$ cat config.mk
export PLATFORM = sky130hd
export DESIGN_NAME = wirelength_eval
export DESIGN_NICKNAME = d
export VERILOG_FILES = /design/src/rtl/wl_pkg.sv /design/src/rtl/wl_accum.sv /design/src/rtl/wirelength_eval.sv
export SDC_FILE = /design/constraint.sdc
export NUM_CORES = 1
export LEC_CHECK = 0
export CAP_MARGIN = 20
export CORE_ASPECT_RATIO = 1.75
export CORE_MARGIN = 5
export CORE_UTILIZATION = 53
export CTS_CLUSTER_SIZE = 8
export DETAILED_ROUTE_END_ITERATION = 10
export GPL_TIMING_DRIVEN = 1
export PLACE_DENSITY = 0.76
export RECOVER_POWER = 50
export SYNTH_ARGS = -nofsm -noshare
export SYNTH_HDL_FRONTEND = slang
export SYNTH_HIERARCHICAL = 1
export SYNTH_SLANG_ARGS = --single-unit
$ cat constraint.sdc
create_clock -name clk -period 10.83 [get_ports clk]
set_input_delay 2.166 -clock clk [delete_from_list [all_inputs] [get_ports clk]]
set_output_delay 2.166 -clock clk [all_outputs]
set_load 0.02 [all_outputs]
$ cat src/rtl/wl_pkg.sv
// ---------------------------------------------------------------------------
// wl_pkg
// Shared types and helpers for the wirelength evaluator.
//   wl_state_e : evaluator FSM states, one cycle each
//   WL_DW      : width the helper functions operate on (matches default DW)
//   UNPLACED   : coordinate value marking a node that has no position yet
//   abs_dw     : two's-complement absolute value
//   ceil_half  : ceil(d/2) for a non-negative distance
// ---------------------------------------------------------------------------
package wl_pkg;

    localparam int WL_DW    = 32;
    localparam int UNPLACED = -1;

    typedef enum logic [3:0] {
        S_IDLE,
        S_EDGE,
        S_EWAIT,
        S_RDA,
        S_AWAIT,
        S_RDB,
        S_BWAIT,
        S_DIFF,
        S_ACC,
        S_DONE
    } wl_state_e;

    // Negating the most negative value wraps back to itself, which is the
    // intended modulo-2^DW behaviour.
    function automatic logic [WL_DW-1:0] abs_dw(input logic [WL_DW-1:0] x);
        return x[WL_DW-1] ? (~x + WL_DW'(1)) : x;
    endfunction

    function automatic logic [WL_DW-1:0] ceil_half(input logic [WL_DW-1:0] d);
        return (d >> 1) + {{(WL_DW-1){1'b0}}, d[0]};
    endfunction

endpackage

$ cat src/rtl/wl_accum.sv
// ---------------------------------------------------------------------------
// wl_accum
// DIFF/ACC datapath of the wirelength evaluator: registers |dx|, |dy| and the
// unplaced flag in the DIFF cycle, then updates the accumulators in ACC.
// Optional build macro: WL_HIST_EN adds four distance-histogram counters.
// Ports:
//   clk, reset        : clock, asynchronous active-low reset
//   clr_i             : clear all accumulators (accepted start)
//   diff_en_i         : DIFF cycle, capture distances of the current edge
//   acc_en_i          : ACC cycle, fold the captured distances into the sums
//   ax_i, ay_i        : endpoint A coordinates
//   bx_i, by_i        : endpoint B coordinates
//   sum_o             : sum of (|dx|+|dy|-1)
//   sum_1hop_o        : sum of (ceil(|dx|/2)+ceil(|dy|/2)-1)
//   unplaced_cnt_o    : edges skipped for an unplaced endpoint
//   hist_o            : (WL_HIST_EN) counts of distance 1, 2, 3, >3
// ---------------------------------------------------------------------------
module wl_accum
    import wl_pkg::*;
#(
    parameter int DW = WL_DW   // helper functions are WL_DW wide; keep DW <= WL_DW
) (
    input  logic          clk,
    input  logic          reset,
    input  logic          clr_i,
    input  logic          diff_en_i,
    input  logic          acc_en_i,
    input  logic [DW-1:0] ax_i,
    input  logic [DW-1:0] ay_i,
    input  logic [DW-1:0] bx_i,
    input  logic [DW-1:0] by_i,
    output logic [DW-1:0] sum_o,
    output logic [DW-1:0] sum_1hop_o,
    output logic [DW-1:0] unplaced_cnt_o
`ifdef WL_HIST_EN
    ,
    output logic [3:0][DW-1:0] hist_o
`endif
);

    localparam logic [DW-1:0] ONE = DW'(1);
    localparam logic [DW-1:0] UNPL = DW'(UNPLACED);

    logic [DW-1:0] adx_q, ady_q, adx_d, ady_d;
    logic          skip_q, skip_d;
    logic [DW-1:0] sum_q, sum_d;
    logic [DW-1:0] s1_q, s1_d;
    logic [DW-1:0] unp_q, unp_d;

    always_comb begin
        // Subtraction wraps; its bit pattern is the signed difference.
        adx_d  = DW'(abs_dw(WL_DW'(ax_i - bx_i)));
        ady_d  = DW'(abs_dw(WL_DW'(ay_i - by_i)));
        skip_d = (ax_i == UNPL) | (ay_i == UNPL) | (bx_i == UNPL) | (by_i == UNPL);

        sum_d = sum_q;
        s1_d  = s1_q;
        unp_d = unp_q;
        if (clr_i) begin
            sum_d = '0;
            s1_d  = '0;
            unp_d = '0;
        end else if (acc_en_i) begin
            if (skip_q) begin
                unp_d = unp_q + ONE;
            end else begin
                // Coincident endpoints legitimately contribute -1.
                sum_d = sum_q + adx_q + ady_q - ONE;
                s1_d  = s1_q + DW'(ceil_half(WL_DW'(adx_q)))
                             + DW'(ceil_half(WL_DW'(ady_q))) - ONE;
            end
        end
    end

    always_ff @(posedge clk or negedge reset) begin
        if (!reset) begin
            adx_q  <= '0;
            ady_q  <= '0;
            skip_q <= 1'b0;
            sum_q  <= '0;
            s1_q   <= '0;
            unp_q  <= '0;
        end else begin
            if (diff_en_i) begin
                adx_q  <= adx_d;
                ady_q  <= ady_d;
                skip_q <= skip_d;
            end
            sum_q <= sum_d;
            s1_q  <= s1_d;
            unp_q <= unp_d;
        end
    end

    assign sum_o          = sum_q;
    assign sum_1hop_o     = s1_q;
    assign unplaced_cnt_o = unp_q;

`ifdef WL_HIST_EN
    logic [DW-1:0] dist;
    assign dist = adx_q + ady_q;

    // Bins 0..2 count distance gi+1 exactly; bin 3 counts anything above 3.
    // Distance 0 falls in no bin.
    generate
        for (genvar gi = 0; gi < 4; gi++) begin : g_hist
            logic [DW-1:0] cnt_q;
            logic          hit;
            assign hit = (gi < 3) ? (dist == DW'(gi + 1)) : (dist > DW'(3));

            always_ff @(posedge clk or negedge reset) begin
                if (!reset) begin
                    cnt_q <= '0;
                end else if (clr_i) begin
                    cnt_q <= '0;
                end else if (acc_en_i && !skip_q && hit) begin
                    cnt_q <= cnt_q + ONE;
                end
            end

            assign hist_o[gi] = cnt_q;
        end
    endgenerate
`endif

endmodule

$ cat src/rtl/wirelength_eval.sv
// ---------------------------------------------------------------------------
// wirelength_eval
// Post-placement cost evaluator. Walks the edge list, fetches both endpoint
// positions and accumulates Manhattan and 1-hop wirelength sums.
// Optional build macro: WL_HIST_EN adds hist_d1/hist_d2/hist_d3/hist_dgt3.
// Ports:
//   clk, reset         : clock, asynchronous active-low reset
//   start              : one-cycle pulse, accepted only in IDLE
//   busy, done         : busy outside IDLE; done pulses once results are final
//   edge_re, edge_addr : edge ROM strobe/address (A and B ROMs share them)
//   edge_a, edge_b     : endpoint node indices of the addressed edge
//   pos_re, pos_addr   : position RAM strobe/address (X and Y share them)
//   pos_x, pos_y       : node coordinates, -1 = unplaced
//   sum, sum_1hop      : accumulated costs (signed, wrapping)
//   unplaced_cnt       : edges skipped for an unplaced endpoint
// Memory timing: a state issues its strobe on the clock edge that leaves it,
// so the strobe is visible in the following (wait) state, the memory
// registers its read at the end of that cycle, and the data is consumed by
// the state two cycles after the issuing one.
// ---------------------------------------------------------------------------
module wirelength_eval
    import wl_pkg::*;
#(
    parameter int N_EDGE  = 71,
    parameter int EDGE_AW = 9,
    parameter int POS_AW  = 7,
    parameter int DW      = WL_DW
) (
    input  logic               clk,
    input  logic               reset,
    input  logic               start,
    output logic               busy,
    output logic               done,
    output logic               edge_re,
    output logic [EDGE_AW-1:0] edge_addr,
    input  logic [DW-1:0]      edge_a,
    input  logic [DW-1:0]      edge_b,
    output logic               pos_re,
    output logic [POS_AW-1:0]  pos_addr,
    input  logic [DW-1:0]      pos_x,
    input  logic [DW-1:0]      pos_y,
    output logic [DW-1:0]      sum,
    output logic [DW-1:0]      sum_1hop,
    output logic [DW-1:0]      unplaced_cnt
`ifdef WL_HIST_EN
    ,
    output logic [DW-1:0]      hist_d1,
    output logic [DW-1:0]      hist_d2,
    output logic [DW-1:0]      hist_d3,
    output logic [DW-1:0]      hist_dgt3
`endif
);

    localparam int LAST = N_EDGE - 1;

    wl_state_e          state_q;
    logic [EDGE_AW-1:0] i_q;
    logic [POS_AW-1:0]  b_idx_q;
    logic [DW-1:0]      ax_q, ay_q;
    logic               edge_re_q, pos_re_q, done_q, busy_q;
    logic [EDGE_AW-1:0] edge_addr_q;
    logic [POS_AW-1:0]  pos_addr_q;

    logic accept;
    assign accept = (state_q == S_IDLE) && start;

    always_ff @(posedge clk or negedge reset) begin
        if (!reset) begin
            state_q     <= S_IDLE;
            i_q         <= '0;
            b_idx_q     <= '0;
            ax_q        <= '0;
            ay_q        <= '0;
            edge_re_q   <= 1'b0;
            edge_addr_q <= '0;
            pos_re_q    <= 1'b0;
            pos_addr_q  <= '0;
            done_q      <= 1'b0;
            busy_q      <= 1'b0;
        end else begin
            // Strobes and done are single-cycle pulses by default.
            edge_re_q <= 1'b0;
            pos_re_q  <= 1'b0;
            done_q    <= 1'b0;
            case (state_q)
                S_IDLE: begin
                    if (start) begin
                        i_q    <= '0;
                        busy_q <= 1'b1;
                        if (N_EDGE == 0) begin
                            state_q <= S_DONE;
                            done_q  <= 1'b1;
                        end else begin
                            state_q <= S_EDGE;
                        end
                    end
                end
                S_EDGE: begin
                    edge_re_q   <= 1'b1;
                    edge_addr_q <= i_q;
                    state_q     <= S_EWAIT;
                end
                S_EWAIT: state_q <= S_RDA;
                S_RDA: begin
                    b_idx_q    <= edge_b[POS_AW-1:0];
                    pos_re_q   <= 1'b1;
                    pos_addr_q <= edge_a[POS_AW-1:0];
                    state_q    <= S_AWAIT;
                end
                S_AWAIT: state_q <= S_RDB;
                S_RDB: begin
                    ax_q       <= pos_x;
                    ay_q       <= pos_y;
                    pos_re_q   <= 1'b1;
                    pos_addr_q <= b_idx_q;
                    state_q    <= S_BWAIT;
                end
                S_BWAIT: state_q <= S_DIFF;
                S_DIFF:  state_q <= S_ACC;
                S_ACC: begin
                    i_q <= i_q + EDGE_AW'(1);
                    if (int'(i_q) == LAST) begin
                        state_q <= S_DONE;
                        done_q  <= 1'b1;
                    end else begin
                        state_q <= S_EDGE;
                    end
                end
                S_DONE: begin
                    busy_q  <= 1'b0;
                    state_q <= S_IDLE;
                end
                default: state_q <= S_IDLE;
            endcase
        end
    end

    assign busy      = busy_q;
    assign done      = done_q;
    assign edge_re   = edge_re_q;
    assign edge_addr = edge_addr_q;
    assign pos_re    = pos_re_q;
    assign pos_addr  = pos_addr_q;

    // Node indices only use the low POS_AW bits of the edge ROM words.
    logic unused_hi_bits;
    assign unused_hi_bits = ^{edge_a[DW-1:POS_AW], edge_b[DW-1:POS_AW]};

`ifdef WL_HIST_EN
    logic [3:0][DW-1:0] hist_w;
    assign hist_d1   = hist_w[0];
    assign hist_d2   = hist_w[1];
    assign hist_d3   = hist_w[2];
    assign hist_dgt3 = hist_w[3];
`endif

    wl_accum #(
        .DW(DW)
    ) u_accum (
        .clk           (clk),
        .reset         (reset),
        .clr_i         (accept),
        .diff_en_i     (state_q == S_DIFF),
        .acc_en_i      (state_q == S_ACC),
        .ax_i          (ax_q),
        .ay_i          (ay_q),
        .bx_i          (pos_x),
        .by_i          (pos_y),
        .sum_o         (sum),
        .sum_1hop_o    (sum_1hop),
        .unplaced_cnt_o(unplaced_cnt)
`ifdef WL_HIST_EN
        ,
        .hist_o        (hist_w)
`endif
    );

endmodule

* Word-level counts from Yosys, hierarchy flattened
Index checks and enable logic that the tools add are counted.
Word-level totals: flip-flop bits (word level) 265, output and inout bits 116, input bits 131
Operators by class: add/subtract/negate cells 14, reductions and logical operators 12, equality and inequality tests 16, bitwise gates (word level) 5, mux-type cells 23
Operators by type and width (number):
- 32-bit two-way mux | 11
- 32-bit adder | 4
- 32-bit equality test, second input constant | 4
- 32-bit by 1-bit adder with 32-bit output, second input constant | 3
- 31-bit by 1-bit adder with 32-bit output | 2
- 32-bit NOT | 2
- 32-bit by 1-bit subtractor with 32-bit output, second input constant | 2
- 32-bit subtractor | 2
- 4-bit case mux with 9 select lines | 1
- 9-bit case mux with 2 select lines | 1
- 4-bit by 3-bit equality test with 1-bit output, second input constant | 4
- 7-bit case mux with 2 select lines | 1
- 2-bit nonzero test | 5
- 9-bit by 1-bit adder with 9-bit output, second input constant | 1
- 9-bit by 8-bit equality test with 1-bit output, second input constant | 1
- 9-bit two-way mux | 1
- 4-bit by 2-bit equality test with 1-bit output, second input constant | 2
- 4-bit equality test, second input constant | 2
- 4-bit two-way mux | 2
- 2-bit AND reduction | 4
- 1-bit two-way mux | 5
- 4-bit by 1-bit equality test with 1-bit output, second input constant | 1
- 4-bit logical NOT | 1
- 2-bit inequality test, second input constant | 2
- 4 further kinds | 6

* Logic depth before layout (Yosys ltp)
depth in word-level cells 7, mapped depth 17, depth with buffers taken out 17

* Hierarchy
The synthesis kept the hierarchy.
Modules (own cells, without submodules):
- wl_accum | times used 1, sequential area each 4028.9 um^2, cells each 2284, area each 18240.0 um^2
- wirelength_eval | times used 1, sequential area each 2602.5 um^2, cells each 291, area each 4151.5 um^2

* Worst setup path after synthesis
OpenSTA, ideal clock, no wires.
path type input port to flip-flop, start point input pos_x[9], end point register u_accum.adx_q[28], required time 10698 ps, stages 13, arrival 5124 ps, path buffers 1, setup slack 5574 ps, cells stage by stage inv_1 > ha_1 > buf_2 > nand4_1 > or4_1 > a211o_1 > a31oi_1 > a31oi_1 > xnor2_1 > nor4_4 > nand4_2 > o2111ai_1 > or3b_1
Between the ends: longest elaborated chain between the ends 4
RTL lines:
- start: declaration | line wirelength_eval.sv:40 | input logic [DW-1:0] pos_x,
- 32-bit subtractor (*) | line wl_accum.sv:52 | adx_d = DW'(abs_dw(WL_DW'(ax_i - bx_i)));
- 32-bit NOT | line wl_pkg.sv:31 | return x[WL_DW-1] ? (~x + WL_DW'(1)) : x;
- 32-bit by 1-bit adder with 32-bit output | line wl_pkg.sv:31
- 32-bit two-way mux (*) | line wl_pkg.sv:31
- end signal: assignment | line wl_accum.sv:77 | adx_q <= '0;
- end signal: assignment | line wl_accum.sv:85 | adx_q <= adx_d;
- end: declaration | line wl_accum.sv:44 | logic [DW-1:0] adx_q, ady_q, adx_d, ady_d;
Every way passes the cells marked *; elsewhere a longest branch is shown, timed or not. A chain may end at the register's enable or synchronous reset.

==> parameters.txt <==
Parameter                              Value

Synthesis
  Share of Yosys cell area claimed by the top area cell type ... 0.296
  Area of the mapped netlist ... 22,400 sq um
  Fraction of synthesis flops using an asynchronous set or reset pin ... 1.00
  Top flip-flop cell by instance count after synthesis ... dfrtp_1
  Average footprint of a synthesized cell ... 8.70 sq um
  Yosys Warn Count ... 6
  Synth Net Count ... 2,962
  Cell types with the largest area share after synthesis ... dfrtp_1, ha_1, inv_1
  Leading area contributor after synthesis ... dfrtp_1
  Post-synth EDFFs ... 0
  Number of synthesized register bits ... 265
  Mapped Cells ... 2,575
  Share of the yosys chip area belonging to registers ... 0.296
  Post-synth cell types ... 99

STA
  Measured slew at the worst slew-check pin ... 3990 ps
  Final Slew Violations ... 217
  Worst clock skew on the final layout ... 25.4 ps
  Top achievable clock speed ... 137 MHz
  Max-Slew Margin vs Limit ... -1.66
  Post-Route Setup TNS ... 0 ps
  Clock period minus worst slack ... 7300 ps
  Final count of negative-setup-slack endpoints ... 0
  Total count of hold-check failures in the final report ... 0
  Final worst path period share ... 0.674
  Unrepaired setup endpoints after global routing ... false

Pwr
  Post-layout power ... 9.61 mW
  Worst vdd ir ... 0.000230 V
  Leakage component of the power ... 11.9 nW
  PwrDens ... 372 nW/um^2

Clocking
  Clk Latency, worst-skew pair ... 560 ps
  CTS tree ... yes
  Number of levels in the clock H-tree ... 2
  Count of hold-fix buffers inserted at cts ... 0
  Post-CTS resize count ... 0
  CTS sink count ... 265
  Root Driver ... clkbuf_16
  Bufs on Longest Clock Path ... 3
  Post-CTS setup buffer count ... 0
  TritonCTS buffer count ... 39
  Clock slew seen by the registers of the worst setup and hold paths ... 50 ps

Hold path
  Worst hold start ... b_idx_q[6]
  Hold WC Path Type ... reg2reg

Critical path
  Critical path class ... in2async
  Start point of the critical path ... reset
  Kind of cell adding the most delay to the critical path ... buffers and inverters
  Reg2Reg Launch Point ... u_accum/adx_q[2]
  Cell type of the slowest stage on the worst timing path ... clkbuf_1
  Critical path, cell by cell ... clkbuf_1 > clkbuf_1
  Number of buffers and inverters on the critical path ... 2
  Data required time at the worst endpoint ... 10,640 ps
  Critical path arrival ... 7100 ps
  Endpoint kind of the worst setup timing path ... asynchronous set/reset pin
  Critical Path Most Common Cell ... clkbuf_1
  Max incr delay on CP ... 2700 ps
  Launching element type of the critical path ... input port
  CP max FO ... 70

Floorplanning
  Floorplan die width ... 165 um
  Num rows ... 99
  Die H ... 282 um
  Core region area ... 41,700 sq um
  Num ports ... 247
  Die Outline Area ... 46,600 sq um
  Initial cell density of the core ... 0.536

Outcome
  Status ... finished with violations
  Violations in the final reports ... max-capacitance violations, max-slew violations

Route
  First-iteration detailed-routing DRC count ... 1,234
  Via density per instance ... 5.84
  Average wire per cell in the routed design ... 18.8 um
  Via count ... 19,243
  Pre-antenna DRT Iters ... 7
  Post-detailed-route DRC marker count ... 0
  Number of nets with antenna violations after detailed routing ... 0
  DRT Wirelength ... 61.8 mm

Global routing
  Via count of the first global-routing pass ... 19,672
  Pin count of the biggest net entering global routing ... 80
  First-pass GRT wire length ... 99.5 mm
  GR Overflow Total ... 0
  Antenna violations before repair ... 0
  Gr usage total ... 0.263

Final layout
  Final instance area ... 25,800 sq um
  Final non-filler cell total ... 3,296
  Layout Area Growth over Synthesis ... 15.4%
  Fraction of layout instances using a drive strength above 1 ... 0.0686
  Post-layout util ... 0.619
  Number of nets in the finished design ... 3,124
  Antenna Cells ... 0
  Number of inserted filler cells in the final layout ... 3,601

Placement
  Total placed cells including tap cells ... 3,251
  Buffers added on ports ... 196
  Routability Congestion ... 0.951
  Area of placed instances ... 24,800 sq um
  DPL Wire Length ... 48.8 mm

Job
  Number of max-cap violations ... 4
==> path summary, 6_finish.rpt <==
kind,endpoint,cells after the start,slack (ps)
max,u_accum/adx_q[24],2,3530
min,pos_addr[6],2,480
max reg2reg,u_accum/sum_1hop_o[31],15,5250
min reg2reg,pos_addr[6],2,480
max in group clk,u_accum/adx_q[28],14,4830
min in group asynchronous,ay_q[0],1,2630
==> layout by cell type, fill, tap and decap left out, types with 8 or more instances in the layout <==
master           instances
nor2_1                 175
mux2_2                  84
xnor2_1                 94
and2_1                  18
o211ai_1                18
nand2b_1                13
clkdlybuf4s50_1        185
nand3_1                 67
a211oi_1                20
o21bai_1                16
clkbuf_16               39
nand2_1                184
nor3_1                  47
fa_1                    65
nor4_1                  17
nand4_1                 54
inv_1                  362
o21ai_0                 99
a31oi_1                 28
a21oi_1                197
o31ai_1                 15
nand3b_1                 8
or4_1                    9
buf_4                   15
dfrtp_1                265
o21a_1                  25
a21o_1                  53
xor2_1                  76
or3_1                   30
and3_1                  27
nor2b_1                 14
ha_1                   191
dlygate4sd3_1           10
mux2i_1                 28
==> state kept, by name, summed over array words and instances, names as in the netlist <==
register / count
ax_q: 32
ay_q: 32
u_accum/adx_q: 32
u_accum/ady_q: 32
u_accum/sum_1hop_o: 32
u_accum/sum_o: 32
u_accum/unplaced_cnt_o: 32
edge_addr: 9
i_q: 9
b_idx_q: 7
pos_addr: 7
state_q: 4
busy: 1
done: 1
edge_re: 1
pos_re: 1
u_accum/skip_q: 1
==> per-layer routing <==
| layer | part of all wire | wire [um] | vias up | GRT usage |
|---|---|---|---|---|
| met5 | 0 | 0 | - | 0 |
| met4 | 0.051 | 3130 | 0 | 0.124 |
| met3 | 0.046 | 2840 | 165 | 0.0297 |
| met2 | 0.52 | 32300 | 527 | 0.486 |
| met1 | 0.38 | 23600 | 9265 | 0.298 |
| li1 | - | - | 9286 | - |
==> Yosys cell counts (all sizes together) (16+ instances only) <==
| master | instances |
|---|---|
| nor3 | 51 |
| nor4 | 19 |
| o21a | 25 |
| a211oi | 24 |
| nand4 | 55 |
| o21bai | 16 |
| xnor2 | 94 |
| a31oi | 29 |
| o211ai | 19 |
| nand2 | 185 |
| clkbuf | 58 |
| buf | 34 |
| o31ai | 16 |
| and3 | 29 |
| a21oi | 200 |
| inv | 362 |
| or3 | 30 |
| mux2i | 28 |
| nand3 | 69 |
| fa | 65 |
| nor2 | 176 |
| o21ai | 105 |
| and2 | 18 |
| ha | 191 |
| dfrtp | 265 |
| xor2 | 76 |
| mux2 | 85 |
| a21o | 53 |
==> power breakdown <==
group	switching [mW]	internal [mW]
Sequential	0.189	1.22
Combinational	4.10	3.00
Clock	0.456	0.641
Total	4.74	4.86
==> per-stage QoR <==
stage          hold slack, ps  setup slack (ps)
3_5_place_dp              481              4390
3_3_place_gp              459              4450
5_1_grt                   521              2210
4_1_cts                   488              4930
6_report                  484              3530
2_1_floorplan             446              5570
==> cells by family (layout without fill, tap and decap cells) <==
kind of cell | count (synthesis) | in the layout | share of synthesized area
and+or+nand+nor | 719 | 719 | 0.163
AOI/OAI and AO/OA | 597 | 597 | 0.175
buffers and inverters | 455 | 621 | 0.0790
DFF | 265 | 265 | 0.296
adders and majority gates | 256 | 256 | 0.165
xor gates and xnor gates | 170 | 170 | 0.0665
muxes | 113 | 113 | 0.0553
==> final cells by class <==
class                   instances  area, sq um  share of cell area
repair buffers                213         2080              0.0803
clock inverters                 4         60.1             0.00232
clock buffers                  41          983              0.0381
multi-input cells            1855        14000               0.543
flip-flops and latches        265         6630               0.257
inverters                     363         1360              0.0527
well taps                     555          694              0.0269
No activity file was read; power rests on OpenSTA's default activity.
